### config.mk
export PLATFORM = sky130hd
export DESIGN_NAME = imem_boot_ctrl_flat
export DESIGN_NICKNAME = d
export VERILOG_FILES = /design/src/rtl/imem_boot_ctrl_if.sv /design/src/rtl/imem_boot_ctrl.sv /design/src/flat_wrapper.sv
export SDC_FILE = /design/constraint.sdc
export NUM_CORES = 1
export LEC_CHECK = 0
export ABC_AREA = 1
export BUFFER_PORTS_ARGS = -buffer_cell sky130_fd_sc_hd__buf_2
export CAP_MARGIN = 20
export CORE_UTILIZATION = 45
export CTS_BUF_LIST = sky130_fd_sc_hd__clkbuf_2
export CTS_CLUSTER_DIAMETER = 150
export DETAILED_ROUTE_END_ITERATION = 7
export HOLD_SLACK_MARGIN = 0.02
export PLACE_DENSITY = 0.71
export REMOVE_ABC_BUFFERS = 1
export SLEW_MARGIN = 30
export SYNTH_ARGS = -nofsm -noshare
export SYNTH_HDL_FRONTEND = slang
export SYNTH_SLANG_ARGS = --single-unit
### constraint.sdc
create_clock -name clk -period 2 [get_ports clk]
set_input_delay 0.1 -clock clk [delete_from_list [all_inputs] [get_ports clk]]
set_output_delay 0.1 -clock clk [all_outputs]
set_load 0.1 [all_outputs]
### src/rtl/imem_boot_ctrl_if.sv
// imem_boot_ctrl_if: boot stream handshake plus instruction-memory write port.
// master = stream source / memory side, slave = boot controller.
interface imem_boot_ctrl_if #(
    parameter int unsigned AW = 10
);
    logic          s_valid;
    logic [31:0]   s_data;
    logic          s_ready;
    logic          imem_we;
    logic [AW-1:0] imem_addr;
    logic [31:0]   imem_din;

    modport master (
        output s_valid,
        output s_data,
        input  s_ready,
        input  imem_we,
        input  imem_addr,
        input  imem_din
    );

    modport slave (
        input  s_valid,
        input  s_data,
        output s_ready,
        output imem_we,
        output imem_addr,
        output imem_din
    );
endinterface

### src/rtl/imem_boot_ctrl.sv
// imem_boot_ctrl: holds the core in reset, loads a length-prefixed word stream
// into instruction memory from address 0, then releases core reset after a
// settle delay. Define IMEM_BOOT_CHECKSUM_EN to require a trailing XOR
// checksum beat after the image words.
module imem_boot_ctrl #(
    parameter int unsigned DEPTH         = 1024,
    parameter int unsigned AW            = 10,
    parameter int unsigned SETTLE_CYCLES = 4
) (
    input  logic            clk,
    input  logic            rst,
    input  logic            load_req,
    imem_boot_ctrl_if.slave bus,
    output logic            core_rst,
    output logic            busy,
    output logic            done,
    output logic            err
);
    // Length/count need one extra bit so that L == DEPTH is representable.
    localparam int unsigned CW = AW + 1;
    localparam int unsigned SW = $clog2(SETTLE_CYCLES + 1);

    localparam logic [2:0] S_HDR    = 3'd0;
    localparam logic [2:0] S_LOAD   = 3'd1;
`ifdef IMEM_BOOT_CHECKSUM_EN
    localparam logic [2:0] S_CSUM   = 3'd2;
`endif
    localparam logic [2:0] S_SETTLE = 3'd3;
    localparam logic [2:0] S_RUN    = 3'd4;
    localparam logic [2:0] S_ERR    = 3'd5;

    logic [2:0]    r_state,    w_state_nxt;
    logic [CW-1:0] r_len,      w_len_nxt;
    logic [CW-1:0] r_count,    w_count_nxt;
    logic [SW-1:0] r_settle,   w_settle_nxt;
    logic          r_we,       w_we_nxt;
    logic [AW-1:0] r_addr,     w_addr_nxt;
    logic [31:0]   r_din,      w_din_nxt;
    logic          r_core_rst, w_core_rst_nxt;
    logic          r_busy,     w_busy_nxt;
    logic          r_done,     w_done_nxt;
    logic          r_err,      w_err_nxt;
`ifdef IMEM_BOOT_CHECKSUM_EN
    logic [31:0]   r_csum,     w_csum_nxt;
`endif

    logic w_ready;
    logic w_xfer;

    // Stream is accepted only in the loading states, and never alongside load_req.
    always_comb begin
        w_ready = 1'b0;
        if ((r_state == S_HDR) || (r_state == S_LOAD)
`ifdef IMEM_BOOT_CHECKSUM_EN
            || (r_state == S_CSUM)
`endif
           ) begin
            w_ready = !load_req;
        end
        w_xfer = bus.s_valid && w_ready;
    end

    assign bus.s_ready   = w_ready;
    assign bus.imem_we   = r_we;
    assign bus.imem_addr = r_addr;
    assign bus.imem_din  = r_din;
    assign core_rst      = r_core_rst;
    assign busy          = r_busy;
    assign done          = r_done;
    assign err           = r_err;

    // Next-state, counters, write port and status outputs.
    always_comb begin
        w_state_nxt  = r_state;
        w_len_nxt    = r_len;
        w_count_nxt  = r_count;
        w_settle_nxt = r_settle;
        w_we_nxt     = 1'b0;
        w_addr_nxt   = r_addr;
        w_din_nxt    = r_din;
`ifdef IMEM_BOOT_CHECKSUM_EN
        w_csum_nxt   = r_csum;
`endif
        if (load_req) begin
            // A write registered last cycle is already on the port and completes.
            w_state_nxt  = S_HDR;
            w_len_nxt    = '0;
            w_count_nxt  = '0;
            w_settle_nxt = '0;
`ifdef IMEM_BOOT_CHECKSUM_EN
            w_csum_nxt   = '0;
`endif
        end else begin
            case (r_state)
                S_HDR: begin
`ifdef IMEM_BOOT_CHECKSUM_EN
                    w_csum_nxt = '0;
`endif
                    if (w_xfer) begin
                        if ((bus.s_data == 32'd0) || (bus.s_data > 32'(DEPTH))) begin
                            w_state_nxt = S_ERR;
                        end else begin
                            w_len_nxt   = CW'(bus.s_data);
                            w_count_nxt = '0;
                            w_state_nxt = S_LOAD;
                        end
                    end
                end
                S_LOAD: begin
                    if (w_xfer) begin
                        w_we_nxt    = 1'b1;
                        w_addr_nxt  = r_count[AW-1:0];
                        w_din_nxt   = bus.s_data;
                        w_count_nxt = r_count + CW'(1);
`ifdef IMEM_BOOT_CHECKSUM_EN
                        w_csum_nxt  = r_csum ^ bus.s_data;
`endif
                        if (r_count == (r_len - CW'(1))) begin
                            w_settle_nxt = SW'(SETTLE_CYCLES);
`ifdef IMEM_BOOT_CHECKSUM_EN
                            w_state_nxt  = S_CSUM;
`else
                            w_state_nxt  = S_SETTLE;
`endif
                        end
                    end
                end
`ifdef IMEM_BOOT_CHECKSUM_EN
                S_CSUM: begin
                    if (w_xfer) begin
                        if (bus.s_data == r_csum) begin
                            w_settle_nxt = SW'(SETTLE_CYCLES);
                            w_state_nxt  = S_SETTLE;
                        end else begin
                            w_state_nxt  = S_ERR;
                        end
                    end
                end
`endif
                S_SETTLE: begin
                    if (r_settle == SW'(1)) begin
                        w_state_nxt = S_RUN;
                    end else begin
                        w_settle_nxt = r_settle - SW'(1);
                    end
                end
                S_RUN, S_ERR: begin
                end
                default: begin
                    w_state_nxt = S_HDR;
                end
            endcase
        end

        // Status follows the state being entered so it changes on that edge.
        w_core_rst_nxt = (w_state_nxt != S_RUN);
        w_done_nxt     = (w_state_nxt == S_RUN);
        w_err_nxt      = (w_state_nxt == S_ERR);
        w_busy_nxt     = (w_state_nxt != S_RUN) && (w_state_nxt != S_ERR);
    end

    // State and output registers.
    always_ff @(posedge clk or posedge rst) begin
        if (rst) begin
            r_state    <= S_HDR;
            r_len      <= '0;
            r_count    <= '0;
            r_settle   <= '0;
            r_we       <= 1'b0;
            r_addr     <= '0;
            r_din      <= '0;
            r_core_rst <= 1'b1;
            r_busy     <= 1'b1;
            r_done     <= 1'b0;
            r_err      <= 1'b0;
`ifdef IMEM_BOOT_CHECKSUM_EN
            r_csum     <= '0;
`endif
        end else begin
            r_state    <= w_state_nxt;
            r_len      <= w_len_nxt;
            r_count    <= w_count_nxt;
            r_settle   <= w_settle_nxt;
            r_we       <= w_we_nxt;
            r_addr     <= w_addr_nxt;
            r_din      <= w_din_nxt;
            r_core_rst <= w_core_rst_nxt;
            r_busy     <= w_busy_nxt;
            r_done     <= w_done_nxt;
            r_err      <= w_err_nxt;
`ifdef IMEM_BOOT_CHECKSUM_EN
            r_csum     <= w_csum_nxt;
`endif
        end
    end

endmodule

### src/flat_wrapper.sv
// flat-port wrapper written by rule: the top's interface ports become plain ports
module imem_boot_ctrl_flat 
#(
    parameter int unsigned DEPTH         = 1024,
    parameter int unsigned AW            = 10,
    parameter int unsigned SETTLE_CYCLES = 4
)
  (clk, rst, load_req, core_rst, busy, done, err, bus_s_valid, bus_s_data, bus_s_ready, bus_imem_we, bus_imem_addr, bus_imem_din);
  imem_boot_ctrl_if #(.AW(AW)) bus_i ();
  input  logic clk;
  input  logic rst;
  input  logic load_req;
  output logic core_rst;
  output logic busy;
  output logic done;
  output logic err;
  input wire logic [$bits(bus_i.s_valid)-1:0] bus_s_valid;
  input wire logic [$bits(bus_i.s_data)-1:0] bus_s_data;
  output wire logic [$bits(bus_i.s_ready)-1:0] bus_s_ready;
  output wire logic [$bits(bus_i.imem_we)-1:0] bus_imem_we;
  output wire logic [$bits(bus_i.imem_addr)-1:0] bus_imem_addr;
  output wire logic [$bits(bus_i.imem_din)-1:0] bus_imem_din;
  assign bus_i.s_valid = bus_s_valid;
  assign bus_i.s_data = bus_s_data;
  assign bus_s_ready = bus_i.s_ready;
  assign bus_imem_we = bus_i.imem_we;
  assign bus_imem_addr = bus_i.imem_addr;
  assign bus_imem_din = bus_i.imem_din;
  imem_boot_ctrl #(.DEPTH(DEPTH), .AW(AW), .SETTLE_CYCLES(SETTLE_CYCLES)) u_core (.clk(clk), .rst(rst), .load_req(load_req), .bus(bus_i), .core_rst(core_rst), .busy(busy), .done(done), .err(err));
endmodule
Word level (Yosys, flattened, before mapping):

Index checks and enable logic that the tools add are counted.

* flip-flop bits (word level): 75
* input bits: 36
* word-level logic and storage cells: 73

* $add $sub $neg: 3
* $lt $le $gt $ge: 1
* equal/unequal tests: 16
* multiplexer cells: 25
* bitwise logic cells: 1
* reduce and logical (&&, ||, !) cells: 16

Operators with widths (number)
* 11-bit 2-to-1 mux: 8
* 32-bit by 11-bit > comparator with 1-bit output, second input constant: 1
* 32-bit logical NOT: 1
* 3-bit 2-to-1 mux: 10
* 11-bit one-hot mux with 2 select lines: 1
* 3-bit != test, second input constant: 5
* 3-bit equality test, second input constant: 4
* 3-bit one-hot mux with 4 select lines: 1
* 11-bit by 1-bit adder with 11-bit output, second input constant: 1
* 11-bit equality test: 1
* 11-bit by 1-bit subtractor with 11-bit output, second input constant: 1
* 4-bit AND reduction: 2
* 3-bit by 1-bit equality test with 1-bit output, second input constant: 2
* 3-bit by 2-bit != test with 1-bit output, second input constant: 2
* 3-bit one-hot mux with 2 select lines: 1
* 3-bit AND reduction: 2
* 3-bit nonzero test: 2
* 1-bit 2-to-1 mux: 4
* 2-bit nonzero test: 2
* 3-bit by 2-bit equality test with 1-bit output, second input constant: 1
* 3-bit logical NOT: 1
* 3-bit by 1-bit subtractor with 3-bit output, second input constant: 1
* 1-bit logical AND: 2
* 1-bit logical OR: 2
* 4 further kinds: 4

Longest topological paths before layout:

* word-level depth: 9
* depth in mapped cells: 15
* depth with buffers taken out: 14

Worst setup path after synthesis:

Ideal clock, no wire load.

* path type: register to register
* start point: register u_core.r_state[2]
* end point: register u_core.r_addr[5] (netlist: u_core.bus.imem_addr[5])
* setup time: 0.128 ns
* data arrival time: 2.590 ns
* setup slack: -0.718 ns
* cell stages (with the launch flop): 9
* path through: dfrtp_1 -> nor3_2 -> nand2_1 -> nor2_2 -> inv_2 -> buf_2 -> buf_2 -> nand2_1 -> o21ai_1

* longest elaborated chain between the ends: 5
* elaborated cells between the ends (all ways): 6
* classes of those cells: 1 x eq/ne; 1 x mux; 4 x reduce/logical

Ends and longest elaborated chain
* start: declaration: line imem_boot_ctrl.sv:32 `logic [2:0] r_state, w_state_nxt;`
* start signal: assignment: line imem_boot_ctrl.sv:180 `r_state <= w_state_nxt;`
* 3-bit by 1-bit equality test with 1-bit output or 3-bit logical NOT (tied branches): line imem_boot_ctrl.sv:53 `if ((r_state == S_HDR) || (r_state == S_LOAD)`
* 1-bit logical OR *: line imem_boot_ctrl.sv:53
* 1-bit 2-to-1 mux *: line imem_boot_ctrl.sv:53
* named net bus_s_ready: line flat_wrapper.sv:19 `output wire logic [$bits(bus_i.s_ready)-1:0] bus_s_ready;`
* 1-bit logical AND *: line imem_boot_ctrl.sv:60 `w_xfer = bus.s_valid && w_ready;`
* 3-bit AND reduction (no line) *
* end signal: assignment: line imem_boot_ctrl.sv:185 `r_addr <= w_addr_nxt;`
* end: declaration: line imem_boot_ctrl.sv:37 `logic [AW-1:0] r_addr, w_addr_nxt;`

Mark *: on every way through the listed nets, which the timed path passes. The rest lies on a longest branch.
A chain may end at the register's enable or synchronous reset.

Worst setup path after layout:

* start point: register u_core.r_state[2]
* end point: output bus_s_ready

* longest elaborated chain between the ends: 3
* elaborated cells between the ends (all ways): 4
* classes of those cells: 1 x eq/ne; 1 x mux; 2 x reduce/logical

Ends and longest elaborated chain (line)
* 3-bit by 1-bit equality test with 1-bit output or 3-bit logical NOT (tied branches): imem_boot_ctrl.sv:53
* 1-bit logical OR *: imem_boot_ctrl.sv:53
* 1-bit 2-to-1 mux *: imem_boot_ctrl.sv:53
* end: declaration: flat_wrapper.sv:19

Every way passes the cells marked *; elsewhere a longest branch is shown, timed or not.

==> key figures <==
Run status
  • Outcome: finished clean

Critical path
  • Crit-path max cell delay: 0.47 ns
  • Crit path required time: 1.90 ns
  • Arr. time, crit path: 1.66 ns
  • Critical Path Fanout Max: 5
  • WP buf/inv: 1
  • R2r endpoint: u_core.r_count[6]
  • Critical path class: reg -> out
  • CP max stage cell: dfrtp_1
  • Setup crit start kind: flop
  • Critical-path cell list: nor3_2 -> buf_2
  • R2R Path Start: u_core.r_count[0]
  • Crit end category: primary output
  • R2r setup slk: 0.26 ns
  • R2R depth: 8
  • Delay-heaviest family, CP: flip-flops

Floorplan
  • Starting Density: 0.475
  • Core ar.: 0.00789 mm²
  • Die Area: 0.00870 mm²
  • DIE WIDTH: 93.3 µm
  • Die height: 93.3 µm
  • I/O pins: 84
  • Cell Rows: 32

Timing
  • Slew Viols, Final: 0
  • Fin Hold WS: 0.0861 ns
  • Max Freq: 0.567 GHz
  • Worst-Margin Slew: 0.507 ns
  • Endpoints failing setup: 0
  • RSZ-0062 raised after global routing: false
  • Fin crit share: 0.882
  • Clk_skew: 0.0228 ns
  • Fin crit period: 1.76 ns
  • Final Hold Violating Endpoints: 0
  • Normalized max-slew margin: 0.659

Worst hold path
  • Hold EP: u_core.r_count[6]
  • Worst hold start: bus_s_valid
  • WHS Path Cells: 5
  • Hold/Removal Path Class: in -> reg

Logic synthesis
  • #FFs+latches synth: 75
  • Adder-Cell Fraction of Synth Area: 0.0134
  • Post-Synth Simple-Gate Area: 0.291
  • Most common flop cell mapped by yosys: dfrtp_1
  • Ys Warns: 0
  • Post-synthesis mux area share: 0
  • Mapped Area: 0.00375 mm²
  • XOR/XNOR Fraction of Synth Area: 0.0280
  • Post-synthesis cell type count: 31
  • EDFF count, synth: 0
  • Synthesized instance count: 472
  • Syn_area_per_cell: 7.94 µm²
  • Fraction of registers with async set or reset after synthesis: 1.00
  • Post-synthesis sequential area ratio: 0.502
  • Compound-cell area share of the yosys netlist: 0.0841
  • Largest family of logic cells by synthesized area: simple AND/OR/NAND/NOR gates

Placement
  • Placed cell areas: 0.00427 mm²
  • # port buffers: 83
  • Placed cells: 648
  • Hpwl dp: 6230 µm
  • RePlAce Congestion: 0.897

Global routing
  • Global route overflow: 0
  • Initial antenna violation count: 0
  • Total GRT Usage: 0.231
  • Number of global-route vias before repair: 3404
  • Largest net degree at the start of global routing: 76
  • First-pass GRT wire length: 15600 µm

Pwr
  • Power per cell area: 1100 mW/mm²
  • Maximum VDD drop: 0.000877 V
  • Clk pwr share: 0.132
  • Pleak: 2.54 nW
  • Share of total power in combinational logic: 0.501
  • Sw frac: 0.552
  • Switching pwr: 2.85 mW
  • Cell Int Power: 2.31 mW
  • Sequential Power Share: 0.367

Job
  • Max-cap violations: 0

Final layout
  • Final non-filler cell total: 698
  • Final net count: 631
  • Final instance area: 0.00470 mm²
  • Area grow syn2layout: 25.5%
  • Area of the multi-input gates: 0.00157 mm²
  • # diodes: 0
  • Share of layout cells above drive strength 1: 0.230
  • Fillers: 697
  • Most common cell after layout, fill and taps aside: nand2_1
  • Most frequent cells in the layout: nand2_1, buf_2, dfrtp_1, inv_1, nor2_1
  • Register Area: 0.00188 mm²

Clock network
  • Clk buf depth: 2
  • Worst skew pair latency: 0.50 ns
  • CTS tree: yes
  • Worst-path clk slew: 0.20 ns
  • Post-CTS repair timing setup buffer count: 0
  • CTS sink count: 75
  • Root Driver: clkbuf_2
  • CTS Buf Count: 9
  • Htree depth: 3

Detailed routing
  • Final wirelength: 9050 µm
  • Met2 WL: 4430 µm
  • Routed wire length per instance: 13.0 µm
  • Routed wl met3: 453 µm
  • Violation count after the first detailed-route iteration: 130
  • Remaining DRCs: 0
  • DRT met1 WL: 4040 µm
  • Vias: 3438
  • Top sig layer: met4
  • Drt first pass iters: 5
  • Via density: 4.93
  • Remaining antenna violation count: 0
## worst register-to-register path: cells and delay by family (launching register included)
| family | cells | cell delay [ns] |
|---|---|---|
| xor gates and xnor gates | 1 | 0.16 |
| and+or+nand+nor | 6 | 0.77 |
| DFF | 1 | 0.50 |
| adders and majority gates | 1 | 0.28 |
## state kept, by name, summed over array words and instances (netlist names), 3 cells and up
name	cells
u_core.r_count	11
u_core.r_settle	3
u_core.r_len	11
u_core.bus.imem_din	32
u_core.bus.imem_addr	10
u_core.r_state	3
## repair_timing
| action | CTS | global route |
|---|---|---|
| setup endpoints to repair | 0 | 4 |
| endpoints found under the hold margin | 120 | 0 |
| gates resized for setup | 0 | 3 |
| hold buffers | 34 | 0 |
## routing by layer
| layer | track usage | up-vias |
|---|---|---|
| met2 | 0.395 | 100 |
| li1 | - | 1727 |
| met4 | 0.0654 | 0 |
| met3 | 0.0569 | 10 |
| met5 | 0 | - |
| met1 | 0.289 | 1601 |
## synth_stat cells, drive strengths merged (3+ instances only)
| library cell | n | area, µm² |
|---|---|---|
| a21oi | 4 | 20.0 |
| buf | 7 | 41.3 |
| clkbuf | 6 | 22.5 |
| dfrtp | 73 | 1830 |
| ha | 4 | 50.1 |
| inv | 65 | 244 |
| nand2 | 141 | 542 |
| nand3 | 28 | 150 |
| nand4 | 13 | 81.3 |
| nor2 | 48 | 235 |
| nor3 | 6 | 35.0 |
| o21ai | 47 | 235 |
| o22ai | 5 | 31.3 |
| or2 | 3 | 18.8 |
| xor2 | 10 | 87.6 |
## cell type report
class | instances | share of cell area
flip-flops and latches | 75 | 0.400
multi-input cells | 319 | 0.334
repair buffers | 121 | 0.170
inverters | 65 | 0.0519
well taps | 102 | 0.0271
clock buffers | 13 | 0.0138
clock inverters | 3 | 0.00319
## metrics by stage
stage	util	setup WS, ns	power [mW]	TNS, ns
5_1_grt	0.596	0.0259	5.38	0
4_1_cts	0.595	0.0715	5.19	0
3_3_place_gp	0.541	0.197	4.44	0
2_1_floorplan	-	-1.07	4.04	-48.02
3_5_place_dp	0.541	0.0886	4.46	0
6_report	0.596	0.235	5.16	0
## power by group through the flow
| stage | clock [mW] | sequential, mW | combinational [mW] |
|---|---|---|---|
| after CTS | 0.705 | 1.90 | 2.59 |
| final | 0.680 | 1.90 | 2.59 |
| after floorplan | 0 | 3.75 | 0.296 |
| after global routing | 0.755 | 1.93 | 2.69 |
| after detailed placement | 0 | 1.92 | 2.54 |
| after global placement | 0 | 1.92 | 2.52 |
## how the worst max path moves through the flow
| stage | slack [ns] | endpoint | start | cells past startpoint |
|---|---|---|---|---|
| 2_1_floorplan | -1.07 | u_core.bus.imem_addr[0] | u_core.r_state[2] | 7 |
| 3_3_place_gp | 0.20 | u_core.r_settle[0] | u_core.r_len[0] | 13 |
| 3_5_place_dp | 0.09 | u_core.r_settle[1] | u_core.r_len[0] | 13 |
| 4_1_cts | 0.07 | u_core.r_settle[1] | u_core.r_len[0] | 13 |
| 5_1_grt | 0.03 | u_core.r_settle[0] | u_core.r_len[4] | 12 |
| 6_report | 0.24 | bus_s_ready | u_core.r_state[2] | 2 |
## logic make-up (layout without fill, tap and decap cells)
logic type,after synthesis,count (layout)
adders and majority gates,4,4
and+or+nand+nor,243,243
buffers and inverters,78,202
xor gates and xnor gates,12,12
DFF,75,75
AOI/OAI and AO/OA,60,60
No activity file was read; power rests on OpenSTA's default activity.
